**config.mk**
```make
export PLATFORM = sky130hd
export DESIGN_NAME = program_loader
export DESIGN_NICKNAME = d
export VERILOG_FILES = /design/src/rtl/program_loader.sv
export SDC_FILE = /design/constraint.sdc
export NUM_CORES = 1
export LEC_CHECK = 0
export BUFFER_PORTS_ARGS = -buffer_cell sky130_fd_sc_hd__buf_4
export CORE_MARGIN = 2
export CORE_UTILIZATION = 57
export CTS_CLUSTER_SIZE = 14
export DETAILED_ROUTE_END_ITERATION = 10
export PLACE_DENSITY = 0.84
export SLEW_MARGIN = 15
export SYNTH_ARGS = -nofsm -noshare
export SYNTH_HDL_FRONTEND = slang
export SYNTH_SLANG_ARGS = --single-unit
```
**constraint.sdc**
```tcl
create_clock -name clk -period 3.36 [get_ports clk]
set_clock_uncertainty 0.15 [all_clocks]
set_input_delay 0.504 -clock clk [delete_from_list [all_inputs] [get_ports clk]]
set_output_delay 0.504 -clock clk [all_outputs]
set_load 0.05 [all_outputs]
```
**src/rtl/program_loader.sv**
```systemverilog
// Boot-time instruction loader: streams words into instruction memory, holds the
// core in reset until the whole image is written, and reports a running checksum.
module program_loader #(
    parameter int INSTRUCTION_LEN      = 16,
    parameter int INSTRUCTION_MEM_SIZE = 8,
    localparam int AW = $clog2(INSTRUCTION_MEM_SIZE)
) (
    input  logic                       clk,
    input  logic                       reset,
    input  logic                       start,
    input  logic                       in_valid,
    input  logic [INSTRUCTION_LEN-1:0] in_data,
    output logic                       in_ready,
    output logic                       imem_we,
    output logic [AW-1:0]              imem_addr,
    output logic [INSTRUCTION_LEN-1:0] imem_wdata,
    output logic                       core_reset,
    output logic                       done,
    output logic [INSTRUCTION_LEN-1:0] checksum
);

    typedef enum logic [1:0] {
        IDLE  = 2'd0,
        LOAD  = 2'd1,
        DRAIN = 2'd2,
        RUN   = 2'd3
    } state_t;

    localparam logic [AW-1:0] LAST_ADDR = AW'(INSTRUCTION_MEM_SIZE - 1);

    state_t                     state_q, state_d;
    logic [AW-1:0]              count_q, count_d;
    logic [INSTRUCTION_LEN-1:0] checksum_q, checksum_d;
    logic                       imem_we_q, imem_we_d;
    logic [AW-1:0]              imem_addr_q, imem_addr_d;
    logic [INSTRUCTION_LEN-1:0] imem_wdata_q, imem_wdata_d;
    logic                       core_reset_q, core_reset_d;
    logic                       done_q, done_d;
    logic                       handshake;

    // A start pulse during LOAD restarts the image, so the word offered in that cycle is refused.
    assign in_ready  = (state_q == LOAD) && !start;
    assign handshake = in_valid && in_ready;

    always_comb begin
        state_d      = state_q;
        count_d      = count_q;
        checksum_d   = checksum_q;
        imem_we_d    = 1'b0;
        imem_addr_d  = imem_addr_q;
        imem_wdata_d = imem_wdata_q;
        core_reset_d = 1'b0;
        done_d       = 1'b0;

        case (state_q)
            IDLE: begin
                if (start) begin
                    state_d    = LOAD;
                    count_d    = '0;
                    checksum_d = '0;
                end
            end
            LOAD: begin
                if (start) begin
                    count_d    = '0;
                    checksum_d = '0;
                end else if (handshake) begin
                    imem_we_d    = 1'b1;
                    imem_addr_d  = count_q;
                    imem_wdata_d = in_data;
                    checksum_d   = checksum_q + in_data;
                    if (count_q == LAST_ADDR) begin
                        state_d = DRAIN;
                        count_d = '0;
                    end else begin
                        count_d = count_q + AW'(1);
                    end
                end
            end
            DRAIN: begin
                state_d = RUN;
            end
            RUN: begin
                // Release is driven from RUN itself, so the core leaves reset two edges after the last word.
                if (start) begin
                    state_d    = LOAD;
                    count_d    = '0;
                    checksum_d = '0;
                end else begin
                    core_reset_d = 1'b1;
                    done_d       = 1'b1;
                end
            end
            default: begin
                state_d = IDLE;
            end
        endcase
    end

    always_ff @(posedge clk or negedge reset) begin
        if (!reset) begin
            state_q      <= IDLE;
            count_q      <= '0;
            checksum_q   <= '0;
            imem_we_q    <= 1'b0;
            imem_addr_q  <= '0;
            imem_wdata_q <= '0;
            core_reset_q <= 1'b0;
            done_q       <= 1'b0;
        end else begin
            state_q      <= state_d;
            count_q      <= count_d;
            checksum_q   <= checksum_d;
            imem_we_q    <= imem_we_d;
            imem_addr_q  <= imem_addr_d;
            imem_wdata_q <= imem_wdata_d;
            core_reset_q <= core_reset_d;
            done_q       <= done_d;
        end
    end

    assign imem_we    = imem_we_q;
    assign imem_addr  = imem_addr_q;
    assign imem_wdata = imem_wdata_q;
    assign core_reset = core_reset_q;
    assign done       = done_q;
    assign checksum   = checksum_q;

endmodule

```
==> impl_metrics.tcl, run 1 <==
set metrics [dict create \
    pin_count 59 \
    cpMaxStageDelayCell "or4_1" \
    h-tree-depth 2 \
    cpPeakStageDelay_ns 0.62 \
    crit_fanout 11 \
    p_sw_uw 1450 \
    rrSetupSlack_ns 0.79 \
    reg2reg_depth 5 \
    avgSynthCellArea_um2 8.74 \
    final_common_cell "nand2_1" \
    floorplan.die.width_um 69.2 \
    postLayoutCoreUtil_pct 73.9 \
    grt_pass1_vias 2104 \
    cts.sinks 42 \
    drive_gt1_share_pct 21.0 \
    track_usage_pct 25.8 \
    layout_common_cells "nand2_1 (82), buf_4 (61), dfrtp_1 (42)" \
    coreArea_mm2 0.00406 \
    yosysSeqAreaShare_pct 43.4 \
    async_flop_share_pct 100 \
    clkLatencyLatePin_ns 0.30 \
    hold_buffers 0 \
    routed_wl_mm 5.70 \
    cap_viol_max_count 0 \
    power.total_uw 2890 \
    p_clk_share_pct 13.7 \
    routabilityCongestion 0.922 \
    vias 2159 \
    ys_types 43 \
    fmax_mhz 388 \
    firstDrtPassIters 4 \
    antenna_found_initial 0 \
    synthFlopType "dfrtp_1" \
    die_area_mm2 0.00478 \
    worst-path-buf-inv 0 \
    drt_first_iter_violations 173 \
    route.detailed.drc 0 \
    synth_area_mm2 0.00242 \
    crit_path_start_kind "flop" \
    setup_viol 0 \
    start_util_pct 59.7 \
    antenna_left 0 \
    worst-setup-path-type "flop to flop" \
    setup_tns_ns 0 \
    rsz0062_at_grt "no" \
    via_per_inst 5.62 \
    numCtsBuffers 5 \
    tightest_slew_ns 0.595 \
    grt_max_degree 43 \
    synth_seq_cells 42 \
    sequentialPowerShare_pct 28.1 \
    synth_edf_count 0 \
    post_cts_resized 0 \
    io_buffer_count 58 \
    grt-ovfl-total 0 \
    clkTransAtPathRegs_ns 0.08 \
    wire_per_inst_um 14.8 \
    worstReg2RegStart "state_q[0]" \
    ir_drop_mv 0.634 \
    min_period_over_period_pct 76.6 \
    yosys_warnings 0 \
    grt_pass1_wl_mm 9.96 \
    die_h_um 69.2 \
    syn_inst 277 \
    post_cts_buffers 0 \
    cp_common_cell "nand3_1" \
    slew_headroom_pct 60.1 \
    power.density_mw_per_mm2 964 \
    num_rows 23 \
    r2r-end "checksum[15]" \
    dp_hpwl_mm 4.02 \
    min_period_ns 2.57 \
    status "finished clean" \
    nets 374 \
    required_ns 3.45 \
    finalHoldViolCount 0 \
    cts.path.max_buffers 2 \
    antenna_cells 0 \
    cp_top_family "simple AND/OR/NAND/NOR gates" \
    intPower_uw 1440 \
    cts_root_buffer "clkbuf_8" \
    holdCritPathClass "input pin to async pin" \
    sw_frac_of_total_pct 50.1 \
    cp-end-kind "flop" \
    cts_tree "done" \
    p_comb_share_pct 58.1 \
    syn2layout_area_growth_pct 23.8 \
    synth_nets 318 \
    drv_slew 0 \
    critical_path.cell_chain "ha_1 > nor2_1 > nand3_1 > or4_1 > nand3_1" \
    p_leak_uw 0.00158 \
    arrival_ns 2.66 \
]
-- power by group through the flow --
stage                     logic [µW]  clock network (µW)  registers [µW]
after detailed placement        1670                   0             819
after global placement          1640                   0             813
after CTS                       1680                 404             813
final                           1680                 396             812
after floorplan                  643                   0            1360
after global routing            1820                 431             840
-- per-layer routing --
metal  GRT usage, %  wire (µm)
met3           5.52        349
met2           42.8       2790
met5              0          0
met1           34.4       2490
met4           6.54         74
-- metrics by stage --
step           hold slack (ns)  std cells  worst slack, ns  cell area [µm²]
2_1_floorplan           0.0584        277            0.713             2420
3_5_place_dp             0.313        376            0.679             2890
6_report                0.0313        384            0.786             3000
3_3_place_gp             0.309        376            0.710             2890
5_1_grt                 0.0698        384            0.640             3000
4_1_cts                 0.0500        384            0.813             3000
-- synth_stat cells (all sizes together), types with 3 or more instances --
cell	n	area share (%)
a32o	3	1.2
clkbuf	8	1.3
o211ai	4	1.2
a21o	7	2.2
a21oi	13	2.7
inv	8	1.2
nor2b	3	0.78
dfrtp	42	43
ha	20	10
nand3	10	2.1
o21ai	25	5.2
nor2	6	0.93
a211oi	4	1.2
buf	4	0.93
xnor2	7	2.5
nand2	82	13
-- cell type report --
| class | count | area [µm²] |
|---|---|---|
| Clock buffer | 5 | 68.8 |
| Clock inverter | 3 | 40.0 |
| Fill cell | 331 | 1060 |
| Inverter | 9 | 33.8 |
| Multi-Input combinational cell | 214 | 1280 |
| Sequential cell | 42 | 1050 |
| Tap cell | 50 | 62.6 |
| Timing Repair Buffer | 61 | 458 |
-- worst max-delay path by stage --
stage                     start           end  slack [ns]  cells after the start
floorplan           checksum[0]  checksum[14]        0.71                      9
global placement     in_data[0]   checksum[8]        0.71                     10
detailed placement   in_data[0]   checksum[8]        0.68                     10
CTS                  state_q[0]  checksum[15]        0.81                      5
global route         state_q[1]  checksum[15]        0.64                      6
finish               state_q[0]  checksum[15]        0.79                      5
-- logic make-up (layout without fill, tap and decap cells) --
logic type | after synthesis | count (layout) | synth area share, %
simple gates | 117 | 117 | 21.2
compound gates | 67 | 67 | 17.3
flops | 42 | 42 | 43.4
fa+ha+maj | 21 | 21 | 11.2
buf+inv | 21 | 78 | 3.62
xor+xnor | 8 | 8 | 2.89
mux | 1 | 1 | 0.413
-- flip-flops by register name, summed over array words and instances (netlist names) --
signal	cells
state_q	2
imem_we	1
imem_wdata	16
checksum	16
done	1
imem_addr	3
count_q	3
-- worst reg2reg max path: cells and delay by family, from the launching register on --
family / cells / cell delay (ns)
AND/OR/NAND/NOR: 4 / 1.56
flip-flops: 1 / 0.43
adder cells (fa/ha/maj): 1 / 0.38
(Power assumes the default switching activity.)
==> run 2: changes to the inputs <==
- CORE_UTILIZATION: 57 -> 48
- PLACE_DENSITY: 0.84 -> 0.76
- clock period: 3.36 -> 2.3 ns (I/O delays scaled with it)
==> impl_metrics.tcl, run 2 (same netlist as run 1, synthesis figures left out) <==
set metrics [dict create \
    antenna_found_initial 0 \
    cp-end-kind "flop" \
    via_per_inst 5.23 \
    reg2reg_depth 7 \
    gr-usage-met1_pct 30.0 \
    nets 399 \
    hold_start "in_data[10]" \
    routed_wl_mm 5.95 \
    ir_drop_mv 0.639 \
    multi_input_area_mm2 0.00138 \
    grt_pass1_wl_mm 9.78 \
    die_h_um 75.0 \
    clkTransAtPathRegs_ns 0.08 \
    io_buffer_count 58 \
    setup_tns_ns -0.00872 \
    cts_tree "done" \
    slew_headroom_pct 58.5 \
    vias 2227 \
    whs_path_depth 3 \
    crit_path_start_kind "flop" \
    layout_common_cells "buf_4 (84), nand2_1 (82), dfrtp_1 (30)" \
    rsz0062_at_grt "yes" \
    met3_usage_pct 4.55 \
    startpoint "checksum[2]" \
    ff_latch_area_mm2 0.00107 \
    die_area_mm2 0.00563 \
    route.detailed.drc 0 \
    worstReg2RegStart "checksum[2]" \
    clkLatencyLatePin_ns 0.29 \
    h-tree-depth 2 \
    antenna_cells 0 \
    min_period_ns 2.31 \
    arrival_ns 2.35 \
    syn2layout_area_growth_pct 37.9 \
    numCtsBuffers 5 \
    coreArea_mm2 0.00479 \
    grt_max_degree 43 \
    hold_end "imem_wdata[10]" \
    grt-ovfl-total 0 \
    grt_pass1_vias 2146 \
    cts.path.max_buffers 2 \
    finalHoldViolCount 0 \
    status "finished, violations left" \
    crit_fanout 4 \
    required_ns 2.34 \
    setup_viol 1 \
    drive_gt1_share_pct 34.3 \
    power.density_mw_per_mm2 1340 \
    wire_per_inst_um 14.0 \
    pre_cts_slack_ns -0.0499 \
    cap_viol_max_count 0 \
    tightest_slew_ns 0.619 \
    violations "negative setup slack" \
    track_usage_pct 22.7 \
    routabilityCongestion 0.875 \
    floorplan.die.width_um 75.0 \
    drv_slew 0 \
    pin_count 59 \
    nFillCells 421 \
    fmax_mhz 433 \
    start_util_pct 50.6 \
    num_rows 25 \
    holdCritPathClass "input pin to flop" \
    worst-setup-path-type "flop to flop" \
    r2r-end "checksum[14]" \
    p_leak_uw 0.00168 \
    rrSetupSlack_ns -0.009 \
    busiest_layer "met2" \
    dp_hpwl_mm 4.24 \
    setup_slack_ns -0.00872 \
    final_common_cell "buf_4" \
    antenna_left 0 \
    cts_root_buffer "clkbuf_8" \
    drt_first_iter_violations 104 \
    met2_usage_pct 38.3 \
    min_period_over_period_pct 100 \
    firstDrtPassIters 4 \
    cts.sinks 42 \
]
==> run 2: how the worst max path moves through the flow <==
stage / endpoint / slack [ns] / cells after the start
finish: checksum[14] / -0.009 / 7
global route: checksum[14] / -0.07 / 9
CTS: checksum[15] / 0.002 / 7
detailed placement: checksum[8] / -0.05 / 10
global placement: checksum[8] / -0.01 / 10
floorplan: checksum[14] / -0.05 / 9
==> run 2: per-layer routing <==
layer	wire length [µm]	up-vias
li1	-	1122
met1	2740	1043
met2	2870	55
met3	262	7
met4	76	0
met5	0	-
==> run 2: where the power goes <==
part	total, µW	leakage (µW)	internal, µW	switching [µW]
Sequential	1190	0.000531	1010	181
Combinational	2720	0.00109	982	1740
Clock	553	0.0000575	303	250
==> run 2: critical path, cell delays in order (launching register included) <==
cell and delay (ns):
dfrtp_2 0.43, ha_1 0.32, nor2b_2 0.18, o211ai_1 0.15
a21bo_2 0.22, a211oi_2 0.10, or4_1 0.40, a32o_1 0.26
==> run 2: through the flow <==
step	power, µW	hold slack [ns]	cell area, µm²	util [%]	cells
2_1_floorplan	2980	-0.101	2500	-	277
3_3_place_gp	3820	0.216	3150	65.8	413
3_5_place_dp	3870	0.219	3150	65.8	413
4_1_cts	4440	0.0970	3280	68.5	423
5_1_grt	4760	0.103	3340	69.8	426
6_report	4470	0.100	3340	69.8	426
==> run 2: layout make-up <==
type                            count  area share (%)
Clock buffer                        8            3.30
Timing Repair Buffer               86            19.8
Inverter                            9            1.01
Multi-Input combinational cell    214            41.5
Sequential cell                    42            31.9
Tap cell                           67            2.51
==> run 2: timing repair <==
item	CTS	global route
hold buffers	1	0
pin swaps	3	7
endpoints found under the setup margin	3	7
hold endpoints to repair	42	0
buffers inserted	1	3
gates resized for setup	2	10
